`config.mk`:
```
export PLATFORM = sky130hd
export DESIGN_NAME = wb_req_arbiter
export DESIGN_NICKNAME = d
export VERILOG_FILES = /design/src/rtl/wb_req_arbiter.sv
export SDC_FILE = /design/constraint.sdc
export NUM_CORES = 1
export LEC_CHECK = 0
export CAP_MARGIN = 10
export CORE_MARGIN = 4
export CORE_UTILIZATION = 43
export CTS_CLUSTER_SIZE = 25
export DETAILED_ROUTE_END_ITERATION = 12
export PLACE_DENSITY = 0.95
export SETUP_SLACK_MARGIN = 0.02
export SLEW_MARGIN = 20
export SYNTH_ARGS = -nofsm -noshare
export SYNTH_HDL_FRONTEND = slang
export SYNTH_SLANG_ARGS = --single-unit
export TNS_END_PERCENT = 50
```
`constraint.sdc`:
```
create_clock -name clk_i -period 4.3 [get_ports clk_i]
set_input_delay 0.86 -clock clk_i [delete_from_list [all_inputs] [get_ports clk_i]]
set_output_delay 0.86 -clock clk_i [all_outputs]
set_load 0.01 [all_outputs]
```
`src/rtl/wb_req_arbiter.sv`:
```
`default_nettype none
// ============================================================================
// Module      : wb_req_arbiter
// Description : Round-robin arbiter sharing one pipelined Wishbone master port
//               between NREQ local requesters, one transaction at a time,
//               with a watchdog that aborts unacknowledged transactions.
// Revision    : 1.0 - initial release
// ============================================================================
module wb_req_arbiter #(
  parameter int NREQ    = 2,
  parameter int AW      = 3,
  parameter int TIMEOUT = 255
) (
  input  logic              clk_i,
  input  logic              rst_n_i,
  input  logic [NREQ-1:0]   req_i,
  input  logic [NREQ-1:0]   req_we_i,
  input  logic [NREQ*AW-1:0] req_adr_i,
  input  logic [NREQ*32-1:0] req_dat_i,
  input  logic [NREQ*4-1:0] req_sel_i,
  output logic [NREQ-1:0]   req_ack_o,
  output logic [NREQ-1:0]   req_err_o,
  output logic [31:0]       req_dat_o,
  output logic              wb_cyc_o,
  output logic              wb_stb_o,
  output logic              wb_we_o,
  output logic [AW-1:0]     wb_adr_o,
  output logic [3:0]        wb_sel_o,
  output logic [31:0]       wb_dat_o,
  input  logic              wb_ack_i,
  input  logic              wb_err_i,
  input  logic              wb_stall_i,
  input  logic [31:0]       wb_dat_i,
  output logic              busy_o,
  output logic              timeout_o
);

  localparam int GW = $clog2(NREQ);
  localparam int TW = (TIMEOUT > 0) ? $clog2(TIMEOUT + 1) : 1;
  // Counter value during the last permitted cycle; expiry happens at its edge.
  localparam logic [TW-1:0] TO_LAST = (TIMEOUT > 0) ? TW'(TIMEOUT - 1) : '0;

  typedef enum logic [1:0] {
    S_IDLE  = 2'd0,
    S_ISSUE = 2'd1,
    S_WAIT  = 2'd2
  } state_t;

  state_t          state, state_nx;
  logic [GW-1:0]   last_grant, last_nx;
  logic [TW-1:0]   cnt, cnt_nx;
  logic            cyc_nx, stb_nx, we_nx, busy_nx, to_nx;
  logic [AW-1:0]   adr_nx;
  logic [3:0]      sel_nx;
  logic [31:0]     wdat_nx, rdat_nx;
  logic [NREQ-1:0] ack_nx, err_nx;

  logic [AW-1:0]   adr_arr [NREQ];
  logic [31:0]     dat_arr [NREQ];
  logic [3:0]      sel_arr [NREQ];

  logic [NREQ-1:0] elig;
  logic [GW-1:0]   pick;
  logic [NREQ-1:0] grant_oh;
  logic            resp, accept, expire;

  // Split the flat per-requester buses into indexable arrays.
  generate
    for (genvar i = 0; i < NREQ; i++) begin : g_unpack
      assign adr_arr[i] = req_adr_i[i*AW +: AW];
      assign dat_arr[i] = req_dat_i[i*32 +: 32];
      assign sel_arr[i] = req_sel_i[i*4 +: 4];
    end
  endgenerate

  // First eligible requester searching upward from last + 1, wrapping.
  function automatic logic [GW-1:0] rr_pick(input logic [NREQ-1:0] el,
                                            input logic [GW-1:0]   last);
    logic [GW-1:0] r;
    logic          hit;
    int            cand;
    r   = '0;
    hit = 1'b0;
    for (int k = 1; k <= NREQ; k++) begin
      cand = int'(last) + k;
      if (cand >= NREQ) cand = cand - NREQ;
      if (!hit && el[GW'(cand)]) begin
        hit = 1'b1;
        r   = GW'(cand);
      end
    end
    return r;
  endfunction

  // The requester acked this cycle sits out so a late req_i drop is harmless.
  assign elig     = req_i & ~req_ack_o;
  assign pick     = rr_pick(elig, last_grant);
  assign grant_oh = NREQ'(1) << last_grant;
  assign resp     = wb_ack_i | wb_err_i;
  assign accept   = ((state == S_ISSUE) && !wb_stall_i) || (state == S_WAIT);
  assign expire   = (TIMEOUT != 0) && (cnt == TO_LAST);

  // State register and all registered outputs; reset forces the bus idle at once.
  always_ff @(posedge clk_i or negedge rst_n_i) begin
    if (!rst_n_i) begin
      state      <= S_IDLE;
      last_grant <= GW'(NREQ - 1);
      cnt        <= '0;
      wb_cyc_o   <= 1'b0;
      wb_stb_o   <= 1'b0;
      wb_we_o    <= 1'b0;
      wb_adr_o   <= '0;
      wb_sel_o   <= '0;
      wb_dat_o   <= '0;
      req_ack_o  <= '0;
      req_err_o  <= '0;
      req_dat_o  <= '0;
      busy_o     <= 1'b0;
      timeout_o  <= 1'b0;
    end else begin
      state      <= state_nx;
      last_grant <= last_nx;
      cnt        <= cnt_nx;
      wb_cyc_o   <= cyc_nx;
      wb_stb_o   <= stb_nx;
      wb_we_o    <= we_nx;
      wb_adr_o   <= adr_nx;
      wb_sel_o   <= sel_nx;
      wb_dat_o   <= wdat_nx;
      req_ack_o  <= ack_nx;
      req_err_o  <= err_nx;
      req_dat_o  <= rdat_nx;
      busy_o     <= busy_nx;
      timeout_o  <= to_nx;
    end
  end

  // Next-state and next-output logic; ack/err beat watchdog expiry on the same edge.
  always_comb begin
    state_nx = state;
    last_nx  = last_grant;
    cnt_nx   = cnt;
    cyc_nx   = wb_cyc_o;
    stb_nx   = wb_stb_o;
    we_nx    = wb_we_o;
    adr_nx   = wb_adr_o;
    sel_nx   = wb_sel_o;
    wdat_nx  = wb_dat_o;
    ack_nx   = '0;
    err_nx   = '0;
    rdat_nx  = '0;
    busy_nx  = busy_o;
    to_nx    = timeout_o;

    case (state)
      S_IDLE: begin
        if (|elig) begin
          last_nx  = pick;
          we_nx    = req_we_i[pick];
          adr_nx   = adr_arr[pick];
          sel_nx   = sel_arr[pick];
          wdat_nx  = dat_arr[pick];
          cyc_nx   = 1'b1;
          stb_nx   = 1'b1;
          busy_nx  = 1'b1;
          cnt_nx   = '0;
          state_nx = S_ISSUE;
        end
      end
      S_ISSUE, S_WAIT: begin
        if (accept && resp) begin
          cyc_nx   = 1'b0;
          stb_nx   = 1'b0;
          busy_nx  = 1'b0;
          ack_nx   = grant_oh;
          err_nx   = grant_oh & {NREQ{wb_err_i}};
          rdat_nx  = wb_dat_i;
          state_nx = S_IDLE;
        end else if (expire) begin
          cyc_nx   = 1'b0;
          stb_nx   = 1'b0;
          busy_nx  = 1'b0;
          ack_nx   = grant_oh;
          err_nx   = grant_oh;
          to_nx    = 1'b1;
          state_nx = S_IDLE;
        end else begin
          cnt_nx = cnt + TW'(1);
          if (accept) begin
            stb_nx   = 1'b0;
            state_nx = S_WAIT;
          end
        end
      end
      default: state_nx = S_IDLE;
    endcase
  end

endmodule
`default_nettype wire
```
==> summary.md <==
| Metric | Value |
|---|---|
| Setup ws final | `1.58 ns` |
| Fin crit period | `2.72 ns` |
| Layout Utilization | `70.6%` |
| Crit path launch type | `input port` |
| Count of maximum capacitance violations | `0` |
| Final Hold Fails | `0` |
| CP max-delay cell | `nor2b_4` |
| Num ports | `199` |
| Yosys warning total | `0` |
| Critical path startpoint | `req_i[0]` |
| R2r startpoint | `state[1]` |
| CTS hold repair buffers | `0` |
| TritonCTS clock tree | `built` |
| Max VDD drop | `0.266 mV` |
| Cell Area, Synth | `3920 µm²` |
| Post-CTS resize count | `0` |
| Post-synthesis sequential area ratio | `57.5%` |
| Syn-to-layout area delta | `58.6%` |
| Post-synth EDFFs | `0` |
| Slowest stage delay, CP | `0.60 ns` |
| Worst skew pair latency | `0.35 ns` |
| CP Class | `input port to flop` |
| Synthesized Nets | `around 470` |
| FMAX | `368 MHz` |
| RSZ-0062 raised after global routing | `no` |
| Required time worst endpoint | `4.51 ns` |
| Total CTS buffers | `9` |
| PwrDens | `550 nW/µm²` |
| Post-Syn Instances | `349` |
| Hold Slack | `0.485 ns` |
| Die area | `10700 µm²` |
| Setup TNS | `0 ns` |
| ANT nets after route | `0` |
| Antenna diode count | `0` |
| Slew Limit Fails | `0` |
| Die height | `103 µm` |
| Worst r2r path cells | `5` |
| RR Endpoint | `cnt[6]` |
| Filler cells | `slightly above 600` |
| Hold Crit Class | `flop to flop` |
| Setup slack, reg-to-reg | `1.67 ns` |
| Outcome | `complete, no violations` |
| Yosys cell types | `43` |
| Clock Skew | `0.0131 ns` |
| H-Tree Depth | `3` |
| Final setup violating endpoints | `0` |
| Pre-CTS setup slack | `~1.2 ns` |
| Via count | `3343` |
| Crit path max fanout | `27` |
| Total track usage | `20.5%` |
| Final std cells w/o fill | `650` |
| DP HPWL | `8600 µm` |
| Relative slew slack | `39.9%` |
| Worst Setup EP | `wb_dat_o[11]` |
| Avg Inst Size Synth | `11.2 µm²` |
| Number of setup buffers added after CTS | `0` |
| Async set-reset flop share out of synthesis | `100%` |
| DR WL/cell | `17.1 µm` |
| Routed Wire Length | `11100 µm` |
| IO Port Bufs | `between 150 and 200` |
| First-pass GRT wire length | `between 15000 and 20000 µm` |
| Vias per cell | `about 5` |
| CP cell instances | `clkdlybuf4s50_1 -> nor2b_1 -> nor2b_4 -> buf_12 -> mux2i_1 -> o21ai_0` |
| Number of global-route vias before repair | `3465` |
| Num Clock Sinks | `90` |
| DRC Markers | `0` |
| Overflow after GRT | `0` |
| Fin nets | `663` |
| Period utilisation layout | `~63%` |
| Die W | `roughly 100 µm` |
| Top FF cell, synth | `dfrtp_1` |
| Initial Utilization | `44.5%` |
| First-pass iteration count of the detailed router | `4` |
| Core area | `8810 µm²` |
| CTS root buf | `clkbuf_8` |
| Initial antenna violation count | `0` |
| Leak | `about 2.7 nW` |
| Critical path arrival | `2.94 ns` |
| Layout cells sized above 1 | `5.54%` |
| Rows | `34` |
| FF+latch count, synth | `90` |
| Largest net degree at the start of global routing | `74` |
| GP Congestion | `roughly 0.77` |
| Worst-path clk slew | `0.09 ns` |
| Setup crit end kind | `flop` |
| Clk buf depth | `2` |
| DR iter-0 viols | `approximately 140` |
| Placed cell count | `635` |
| Worst Max-Slew Pin Slew | `0.902 ns` |
flip-flops by register name (all words and copies together), names as in the netlist, 2 cells and up:
signal	flops
wb_dat_o	32
req_ack_o	2
wb_sel_o	4
req_err_o	2
state	2
wb_adr_o	3
cnt	8
req_dat_o	32
synthesized netlist by cell type, types with 2 or more instances:
master | count | area (µm²)
nand2_1 | 45 | 169
mux2i_1 | 41 | 410
nor2b_1 | 5 | 31.3
o211ai_1 | 3 | 22.5
nand2b_1 | 2 | 12.5
and3_4 | 2 | 22.5
o21ai_0 | 44 | 220
and3_1 | 3 | 18.8
buf_2 | 5 | 25.0
clkbuf_1 | 15 | 56.3
o221ai_1 | 2 | 17.5
and2_1 | 32 | 200
nor3_1 | 2 | 10.0
dfrtp_1 | 89 | 2230
o31ai_1 | 8 | 60.1
buf_6 | 2 | 22.5
a21o_1 | 2 | 15.0
nand3b_1 | 4 | 30.0
o311ai_2 | 2 | 32.5
nor2_1 | 3 | 11.3
nand3_1 | 4 | 20.0
or3_1 | 2 | 12.5
ha_1 | 6 | 75.1
inv_1 | 7 | 26.3
cell families (layout without fill, tap and decap cells):
kind of cell    count (synthesis)  after routing  synth area share, %
buf+inv                        30            223                 3.51
simple gates                  108            108                 14.6
fa+ha+maj                       6              6                 1.91
flops                          90             90                 57.5
compound gates                 74             74                 12.1
mux                            41             41                 10.5
placed cells by master, fill, tap and decap left out, drive strengths merged, types with 3 or more instances in the layout:
| master | synthesis | routed |
|---|---|---|
| clkdlybuf4s50 | 0 | 197 |
| dfrtp | 89 | 89 |
| nand2 | 45 | 45 |
| o21ai | 45 | 45 |
| mux2i | 41 | 41 |
| and2 | 32 | 32 |
| clkbuf | 15 | 9 |
| o31ai | 9 | 9 |
| inv | 7 | 8 |
| ha | 6 | 6 |
| nor2b | 5 | 5 |
| and3 | 5 | 5 |
| nand3b | 4 | 4 |
| nand3 | 4 | 4 |
| buf | 8 | 4 |
| nor2 | 3 | 3 |
| o211ai | 3 | 3 |
| bufinv | 0 | 3 |
area by class of cell:
type | instances | area [µm²] | area share [%]
clock buffer | 9 | 124 | 1.99
clock inverter | 6 | 115 | 1.85
inverter | 7 | 26.3 | 0.423
multi-input combinational | 229 | 1550 | 24.9
sequential | 90 | 2250 | 36.2
tap | 108 | 135 | 2.17
timing repair buffer | 201 | 2010 | 32.4
where the power goes:
group	internal, mW	switching [mW]
clock	0.386	0.299
sequential	1.10	0.140
combinational	0.755	0.733
total	2.25	1.17
per-layer routing:
| metal | vias to the layer above | track usage, % | part of all wire, % |
|---|---|---|---|
| met5 | - | 0 | 0 |
| met1 | 1583 | 22.2 | 36 |
| met2 | 159 | 35.0 | 50 |
| met3 | 20 | 8.99 | 11 |
| met4 | 0 | 8.07 | 2.3 |
| li1 | 1581 | - | - |
metrics by stage:
| step | area, µm² | total power, mW |
|---|---|---|
| after detailed placement | 5980 | 2.76 |
| after floorplan | 3920 | 1.98 |
| after global placement | 5980 | 2.69 |
| final | 6220 | 3.42 |
| after CTS | 6220 | 3.46 |
| after global routing | 6220 | 3.64 |
how the worst min path moves through the flow:
stage | end | start | cells after the start | slack [ns]
detailed placement | wb_dat_o[23] | wb_dat_o[23] | 2 | 0.47
global route | wb_dat_o[15] | wb_dat_o[15] | 2 | 0.52
global placement | wb_dat_o[13] | wb_dat_o[13] | 2 | 0.46
CTS | wb_dat_o[23] | wb_dat_o[23] | 2 | 0.49
floorplan | req_ack_o[0] | last_grant | 1 | 0.49
finish | timeout_o | timeout_o | 1 | 0.48
critical path, delay by kind of cell:
family          cells  cell delay [ns]
buf+inv             2             0.74
simple gates        2             0.99
mux                 1             0.23
compound gates      1             0.09
No activity file was read; power rests on OpenSTA's default activity.
